$ cat src/rtl/kyber_pkg.sv
// ----------------------------------------------------------------------------
// kyber_pkg
// Shared ML-KEM-768 constants for the ciphertext path: module rank, compression
// widths, ciphertext length, bank slot assignments of the compressed
// polynomials, and the state encoding of the ciphertext packer.
// ----------------------------------------------------------------------------
package kyber_pkg;

    localparam int KYBER_K    = 3;     // number of u polynomials
    localparam int KYBER_N    = 256;   // coefficients per polynomial
    localparam int KYBER_DU   = 10;    // bits per compressed u coefficient
    localparam int KYBER_DV   = 4;     // bits per compressed v coefficient
    localparam int CT_BYTES   = 1088;  // ciphertext length in bytes

    localparam int SLOT_CT_U0 = 16;    // bank slot of u[0]; u[i] at +i
    localparam int SLOT_CT_V  = 19;    // bank slot of compressed v

    typedef enum logic [2:0] {
        ST_IDLE,
        ST_FETCH,
        ST_LATCH,
        ST_EMIT,
        ST_DONE
    } ct_state_e;

endpackage

$ cat src/rtl/ct_bit_accum.sv
// ----------------------------------------------------------------------------
// ct_bit_accum
// Little-endian bit accumulator for the ciphertext packer. A load merges the
// low load_width bits of load_data above the bits already held; a pop drops
// the lowest byte.
//
// Ports:
//   clk, rst        clock, asynchronous active-high reset
//   clr             empty the accumulator (start of a run)
//   load            merge load_data[load_width-1:0] at bit position cnt
//   load_width      number of valid bits in load_data
//   load_data       raw coefficient; bits at and above load_width are ignored
//   pop             discard the low byte (cnt -= 8)
//   acc_byte        current low byte of the accumulator
//   has_byte        at least 8 bits held
//   load_has_byte   a load this cycle would leave at least 8 bits
//   pop_has_byte    a pop this cycle would leave at least 8 bits
// ----------------------------------------------------------------------------
module ct_bit_accum #(
    parameter int ACC_W  = 24,
    parameter int CNT_W  = 5,
    parameter int DATA_W = 12,
    parameter int WID_W  = 4
) (
    input  logic              clk,
    input  logic              rst,
    input  logic              clr,
    input  logic              load,
    input  logic [WID_W-1:0]  load_width,
    input  logic [DATA_W-1:0] load_data,
    input  logic              pop,
    output logic [7:0]        acc_byte,
    output logic              has_byte,
    output logic              load_has_byte,
    output logic              pop_has_byte
);

    logic [ACC_W-1:0]  acc_reg, acc_next;
    logic [CNT_W-1:0]  cnt_reg, cnt_next;
    logic [DATA_W-1:0] mask;

    // Per-bit keep mask: bit gi survives only when it lies below load_width.
    generate
        for (genvar gi = 0; gi < DATA_W; gi++) begin : g_mask
            assign mask[gi] = (WID_W'(gi) < load_width);
        end
    endgenerate

    always_comb begin
        acc_next = acc_reg;
        cnt_next = cnt_reg;
        if (clr) begin
            acc_next = '0;
            cnt_next = '0;
        end else if (load) begin
            // Bits above cnt are always zero, so OR-ing in the shifted field
            // is a clean append.
            acc_next = acc_reg | (ACC_W'(load_data & mask) << cnt_reg);
            cnt_next = cnt_reg + CNT_W'(load_width);
        end else if (pop) begin
            acc_next = acc_reg >> 8;
            cnt_next = cnt_reg - CNT_W'(8);
        end
    end

    always_ff @(posedge clk or posedge rst) begin
        if (rst) begin
            acc_reg <= '0;
            cnt_reg <= '0;
        end else begin
            acc_reg <= acc_next;
            cnt_reg <= cnt_next;
        end
    end

    assign acc_byte      = acc_reg[7:0];
    assign has_byte      = (cnt_reg >= CNT_W'(8));
    assign load_has_byte = ((cnt_reg + CNT_W'(load_width)) >= CNT_W'(8));
    assign pop_has_byte  = (cnt_reg >= CNT_W'(16));

endmodule

$ cat src/rtl/ct_packer.sv
// ----------------------------------------------------------------------------
// ct_packer
// Ciphertext serializer behind the ML-KEM-768 encapsulation engine. After a
// start pulse it reads u[0..K-1] and v from the bank host port, ByteEncodes
// them little-endian and streams the 1088 ciphertext bytes over valid/ready.
//
// Ports:
//   clk, rst     clock, asynchronous active-high reset
//   start        one-cycle pulse; begins a run when idle
//   busy         run in progress (through the done cycle)
//   done         one-cycle pulse after the final byte handshake
//   rd_en        bank read strobe (data returns one cycle later)
//   rd_slot      bank slot address
//   rd_addr      coefficient index
//   rd_data      bank read data
//   out_valid    ciphertext byte available
//   out_data     ciphertext byte
//   out_ready    downstream accepts the byte
//   out_last     qualifies the final byte
// ----------------------------------------------------------------------------
module ct_packer
    import kyber_pkg::*;
#(
    parameter int K       = KYBER_K,
    parameter int DU      = KYBER_DU,
    parameter int DV      = KYBER_DV,
    parameter int SLOT_U0 = SLOT_CT_U0,
    parameter int SLOT_V  = SLOT_CT_V
) (
    input  logic        clk,
    input  logic        rst,
    input  logic        start,
    output logic        busy,
    output logic        done,
    output logic        rd_en,
    output logic [4:0]  rd_slot,
    output logic [7:0]  rd_addr,
    input  logic [11:0] rd_data,
    output logic        out_valid,
    output logic [7:0]  out_data,
    input  logic        out_ready,
    output logic        out_last
);

    ct_state_e   state_reg, state_next;
    logic [2:0]  poly_reg, poly_next;       // reaches K+1 once v is consumed
    logic [7:0]  idx_reg, idx_next;
    logic [10:0] byte_cnt_reg, byte_cnt_next;

    logic        is_u;
    logic        more_coefs;
    logic [3:0]  coef_width;

    logic        acc_clr, acc_load, acc_pop;
    logic [7:0]  acc_byte;
    logic        has_byte, load_has_byte, pop_has_byte;

    assign is_u       = (poly_reg < 3'(K));
    assign more_coefs = (poly_reg < 3'(K + 1));
    assign coef_width = is_u ? 4'(DU) : 4'(DV);

    ct_bit_accum #(
        .ACC_W  (24),
        .CNT_W  (5),
        .DATA_W (12),
        .WID_W  (4)
    ) u_accum (
        .clk           (clk),
        .rst           (rst),
        .clr           (acc_clr),
        .load          (acc_load),
        .load_width    (coef_width),
        .load_data     (rd_data),
        .pop           (acc_pop),
        .acc_byte      (acc_byte),
        .has_byte      (has_byte),
        .load_has_byte (load_has_byte),
        .pop_has_byte  (pop_has_byte)
    );

    always_ff @(posedge clk or posedge rst) begin
        if (rst) begin
            state_reg    <= ST_IDLE;
            poly_reg     <= '0;
            idx_reg      <= '0;
            byte_cnt_reg <= '0;
        end else begin
            state_reg    <= state_next;
            poly_reg     <= poly_next;
            idx_reg      <= idx_next;
            byte_cnt_reg <= byte_cnt_next;
        end
    end

    always_comb begin
        state_next    = state_reg;
        poly_next     = poly_reg;
        idx_next      = idx_reg;
        byte_cnt_next = byte_cnt_reg;
        acc_clr       = 1'b0;
        acc_load      = 1'b0;
        acc_pop       = 1'b0;
        rd_en         = 1'b0;
        rd_slot       = '0;
        rd_addr       = '0;
        out_valid     = 1'b0;
        done          = 1'b0;

        case (state_reg)
            ST_IDLE: begin
                if (start) begin
                    state_next    = ST_FETCH;
                    poly_next     = '0;
                    idx_next      = '0;
                    byte_cnt_next = '0;
                    acc_clr       = 1'b1;
                end
            end

            ST_FETCH: begin
                rd_en      = 1'b1;
                rd_slot    = is_u ? (5'(SLOT_U0) + 5'(poly_reg)) : 5'(SLOT_V);
                rd_addr    = idx_reg;
                state_next = ST_LATCH;
            end

            ST_LATCH: begin
                acc_load = 1'b1;
                idx_next = idx_reg + 8'd1;
                if (idx_reg == 8'hFF) begin
                    poly_next = poly_reg + 3'd1;
                end
                state_next = load_has_byte ? ST_EMIT : ST_FETCH;
            end

            ST_EMIT: begin
                out_valid = has_byte;
                if (out_ready) begin
                    acc_pop       = 1'b1;
                    byte_cnt_next = byte_cnt_reg + 11'd1;
                    // Drain every whole byte before the next read; the stream
                    // ends with the bit count at exactly zero.
                    if (pop_has_byte) begin
                        state_next = ST_EMIT;
                    end else if (more_coefs) begin
                        state_next = ST_FETCH;
                    end else begin
                        state_next = ST_DONE;
                    end
                end
            end

            ST_DONE: begin
                done       = 1'b1;
                state_next = ST_IDLE;
            end

            default: begin
                state_next = ST_IDLE;
            end
        endcase
    end

    assign busy     = (state_reg != ST_IDLE);
    assign out_data = acc_byte;
    assign out_last = out_valid && (byte_cnt_reg == 11'(CT_BYTES - 1));

endmodule
$ cat config.mk
export PLATFORM = sky130hd
export DESIGN_NAME = ct_packer
export DESIGN_NICKNAME = d
export VERILOG_FILES = /design/src/rtl/kyber_pkg.sv /design/src/rtl/ct_bit_accum.sv /design/src/rtl/ct_packer.sv
export SDC_FILE = /design/constraint.sdc
export NUM_CORES = 1
export LEC_CHECK = 0
export CAP_MARGIN = 40
export CORE_MARGIN = 2
export CORE_UTILIZATION = 55
export DETAILED_ROUTE_END_ITERATION = 7
export PLACE_DENSITY = 0.8
export SYNTH_ARGS = -nofsm -noshare
export SYNTH_HDL_FRONTEND = slang
export SYNTH_SLANG_ARGS = --single-unit
export TNS_END_PERCENT = 50
$ cat constraint.sdc
create_clock -name clk -period 3.8 [get_ports clk]
set_clock_uncertainty 0.2 [all_clocks]
set_input_delay 0.76 -clock clk [delete_from_list [all_inputs] [get_ports clk]]
set_output_delay 0.76 -clock clk [all_outputs]
set_load 0.01 [all_outputs]
==> flow_metrics.py <==
metrics = {
    "synth": {
        "yosysSeqAreaShare_pct": 38.7,
        "synthArstFlopShare_pct": 100,
        "synthTopCellsByArea": "dfrtp_1 (39%), a21oi_1 (4.4%), mux2i_1 (3.2%)",
        "synth_edf_count": 0,
        "ys_ff_latch": 53,
        "synth_top_cell_area_share_pct": 38.7,
        "yosysWarnings": 0,
        "synth_largest_area_cell": "dfrtp_1",
        "syn_inst": 368,
        "synth_flop_cell": "dfrtp_1",
        "post-synth-top-count-cell": "dfrtp_1",
        "ys_types": 72,
        "synth_common_cells": "dfrtp_1 (53), a21oi_1 (30), nor2_1 (28)",
        "synth_area_um2": 3430,
        "syn_avg_cell_area_um2": 9.31,
    },
    "worst_setup_path": {
        "max_stage_delay_ps": 620,
        "arrival_ps": 2590,
        "crit_required_ps": 2840,
        "rr_startpoint": "u_accum.cnt_reg[1]",
        "crit_family": "buffers and inverters",
        "regToRegEndpoint": "state_reg[1]",
        "path_buf_inv": 2,
        "start_kind": "flop",
        "cp_max_fo": 11,
        "worst_r2r_path_depth": 6,
        "path_class": "reg2out",
        "reg2reg_setup_slack_ps": 1210,
        "cp_cell_sequence": "inv_1 > ha_1 > nor4bb_1 > and4_1 > clkdlybuf4s50_1",
        "end_kind": "output pin",
        "worst_path_max_delay_cell": "dfrtp_1",
    },
    "layout": {
        "nNetsFinal": 410,
        "synthToLayoutAreaGrowth_pct": 12.2,
        "final_util_pct": 64.5,
        "antennaDiodeCount": 0,
        "largest_reg_flops": 24,
        "drive_above_1_share_pct": 9.30,
    },
    "drt": {
        "drc": 0,
        "viasPerCell": 6.62,
        "drt-initial-drc-count": 240,
        "routed_wl_um": 8490,
        "drtPass1Iterations": 5,
        "dr_total_vias": 3057,
        "antenna_left": 0,
        "wl_per_cell_um": 18.4,
    },
    "die": {
        "initial_core_util_pct": 57.5,
        "core_area_um2": 5960,
        "die_w_um": 82.9,
        "die_area_um2": 6880,
        "die_h_um": 82.9,
        "boundaryPins": 42,
        "num_rows": 28,
    },
    "power_and_ir_drop": {
        "combPwrFrac_pct": 50.5,
        "power_density_nw_per_um2": 729,
        "p_switching_w": 0.00123,
        "total_power_w": 0.00280,
        "p_clk_share_pct": 12.6,
        "internal_power_w": 0.00158,
        "ir_drop_mv": 0.439,
        "p_seq_share_pct": 36.9,
        "leakage_nw": 1.64,
        "swShare_pct": 43.7,
    },
    "clock_tree": {
        "clock_path_buffers": 2,
        "ctsHtreeMaxLevel": 2,
        "cts_setup_buffers": 0,
        "cts_buffers": 5,
        "cts_hold_buf": 0,
        "cts.reportedPaths.clkPinSlew_ps": 90,
        "cts_resized": 0,
        "clkLatencyLatePin_ps": 310,
        "cts-root-buf": "clkbuf_8",
        "cts_tree": "yes",
        "cts_sinks": 53,
    },
    "global_route": {
        "overflow": 0,
        "grt_max_degree": 29,
        "antenna_found_initial": 0,
        "first_global_vias": 2869,
        "grtUsageTotal_pct": 25.1,
        "grt_pass1_wl_um": 14500,
    },
    "timing": {
        "setup_viol": 0,
        "setup_tns_ps": 0,
        "clock.fmax_ghz": 0.282,
        "timing.slew.headroom_pct": 48.0,
        "final.min_clock_period_ps": 3550,
        "rsz0062_at_grt": "no",
        "tightest_slew_ps": 781,
        "holdWs_ps": 303,
        "report.final.slew_viol_count": 0,
        "fin_crit_sh_pct": 93.4,
        "hold_viol": 0,
    },
    "worst_hold_path": {
        "holdCritStartpoint": "u_accum.acc_reg[3]",
        "hold_path_class": "reg2reg",
        "min_to": "u_accum.acc_reg[3]",
        "hold_depth": 2,
    },
    "placed_design": {
        "io_buffers": 37,
        "gp_congestion": 0.929,
        "place_hpwl_um": 6070,
    },
    "outcome": {
        "status": "finished clean",
    },
    "job": {
        "maxCapViolCount": 0,
    },
}
## worst max path at each step
stage / start / to / slack [ps] / depth (start not counted)
5_1_grt: u_accum.cnt_reg[4] / out_last / 130 / 5
3_3_place_gp: u_accum.cnt_reg[4] / out_last / 710 / 5
3_5_place_dp: u_accum.cnt_reg[4] / out_last / 610 / 5
6_report: u_accum.cnt_reg[4] / out_last / 250 / 5
2_1_floorplan: u_accum.cnt_reg[3] / out_last / 1150 / 5
4_1_cts: u_accum.cnt_reg[4] / out_last / 270 / 5
## power groups by stage
stage | logic, W | clock network, W | registers [W]
detailed placement | 0.00139 | 0 | 0.00104
global route | 0.00156 | 0.000380 | 0.00107
global placement | 0.00135 | 0 | 0.00103
finish | 0.00142 | 0.000353 | 0.00103
floorplan | 0.00116 | 0 | 0.000897
CTS | 0.00140 | 0.000358 | 0.00103
## routing by layer
metal / GRT usage [%] / part of all wire, %
met5: 0 / 0
met4: 5.66 / 1.4
met3: 4.37 / 7.4
met2: 39.9 / 47
met1: 35.9 / 44
## layout make-up
| type | count | area, um2 |
|---|---|---|
| tap | 75 | 93.8 |
| fill | 506 | 2110 |
| clock buffer | 7 | 96.3 |
| timing repair buffer | 46 | 438 |
| clock inverter | 1 | 5.00 |
| inverter | 8 | 30.0 |
| multi-input combinational | 272 | 1850 |
| sequential | 53 | 1330 |
## cells by family after synthesis
logic type | Yosys count | synth area share (%)
AOI/OAI and AO/OA | 122 | 24.5
and+or+nand+nor | 121 | 20.7
DFF | 53 | 38.7
buffers and inverters | 44 | 7.27
muxes | 14 | 4.20
adders and majority gates | 8 | 3.14
xor gates and xnor gates | 5 | 1.28
other | 1 | 0.109
## placed cells by master, fill, tap and decap left out, drive strengths merged, types with 4 or more instances in the layout
master	count
dfrtp	53
clkdlybuf4s50	37
a21oi	31
nor2	30
o21ai	23
nand2	19
nand3	14
mux2i	11
and2	10
buf	9
inv	8
a22o	7
ha	7
clkbuf	7
nand4	6
o211ai	6
or3	6
and3	6
nor2b	5
a31oi	5
o22ai	4
xor2	4
o221a	4
a32oi	4
## worst reg2reg max path, cell delays in order, from the launching register on
cell and delay, ps:
dfrtp_1 860, ha_1 320, inv_1 70, fa_1 400
xnor2_1 270, nand3b_1 110, a311oi_1 270
## through the flow
step | setup WS [ps] | instance area, um2 | std cells
2_1_floorplan | 1150 | 3430 | 369
3_3_place_gp | 715 | 3730 | 453
3_5_place_dp | 606 | 3740 | 454
4_1_cts | 273 | 3840 | 462
5_1_grt | 133 | 3840 | 462
6_report | 250 | 3840 | 462
(Power assumes the default switching activity.)
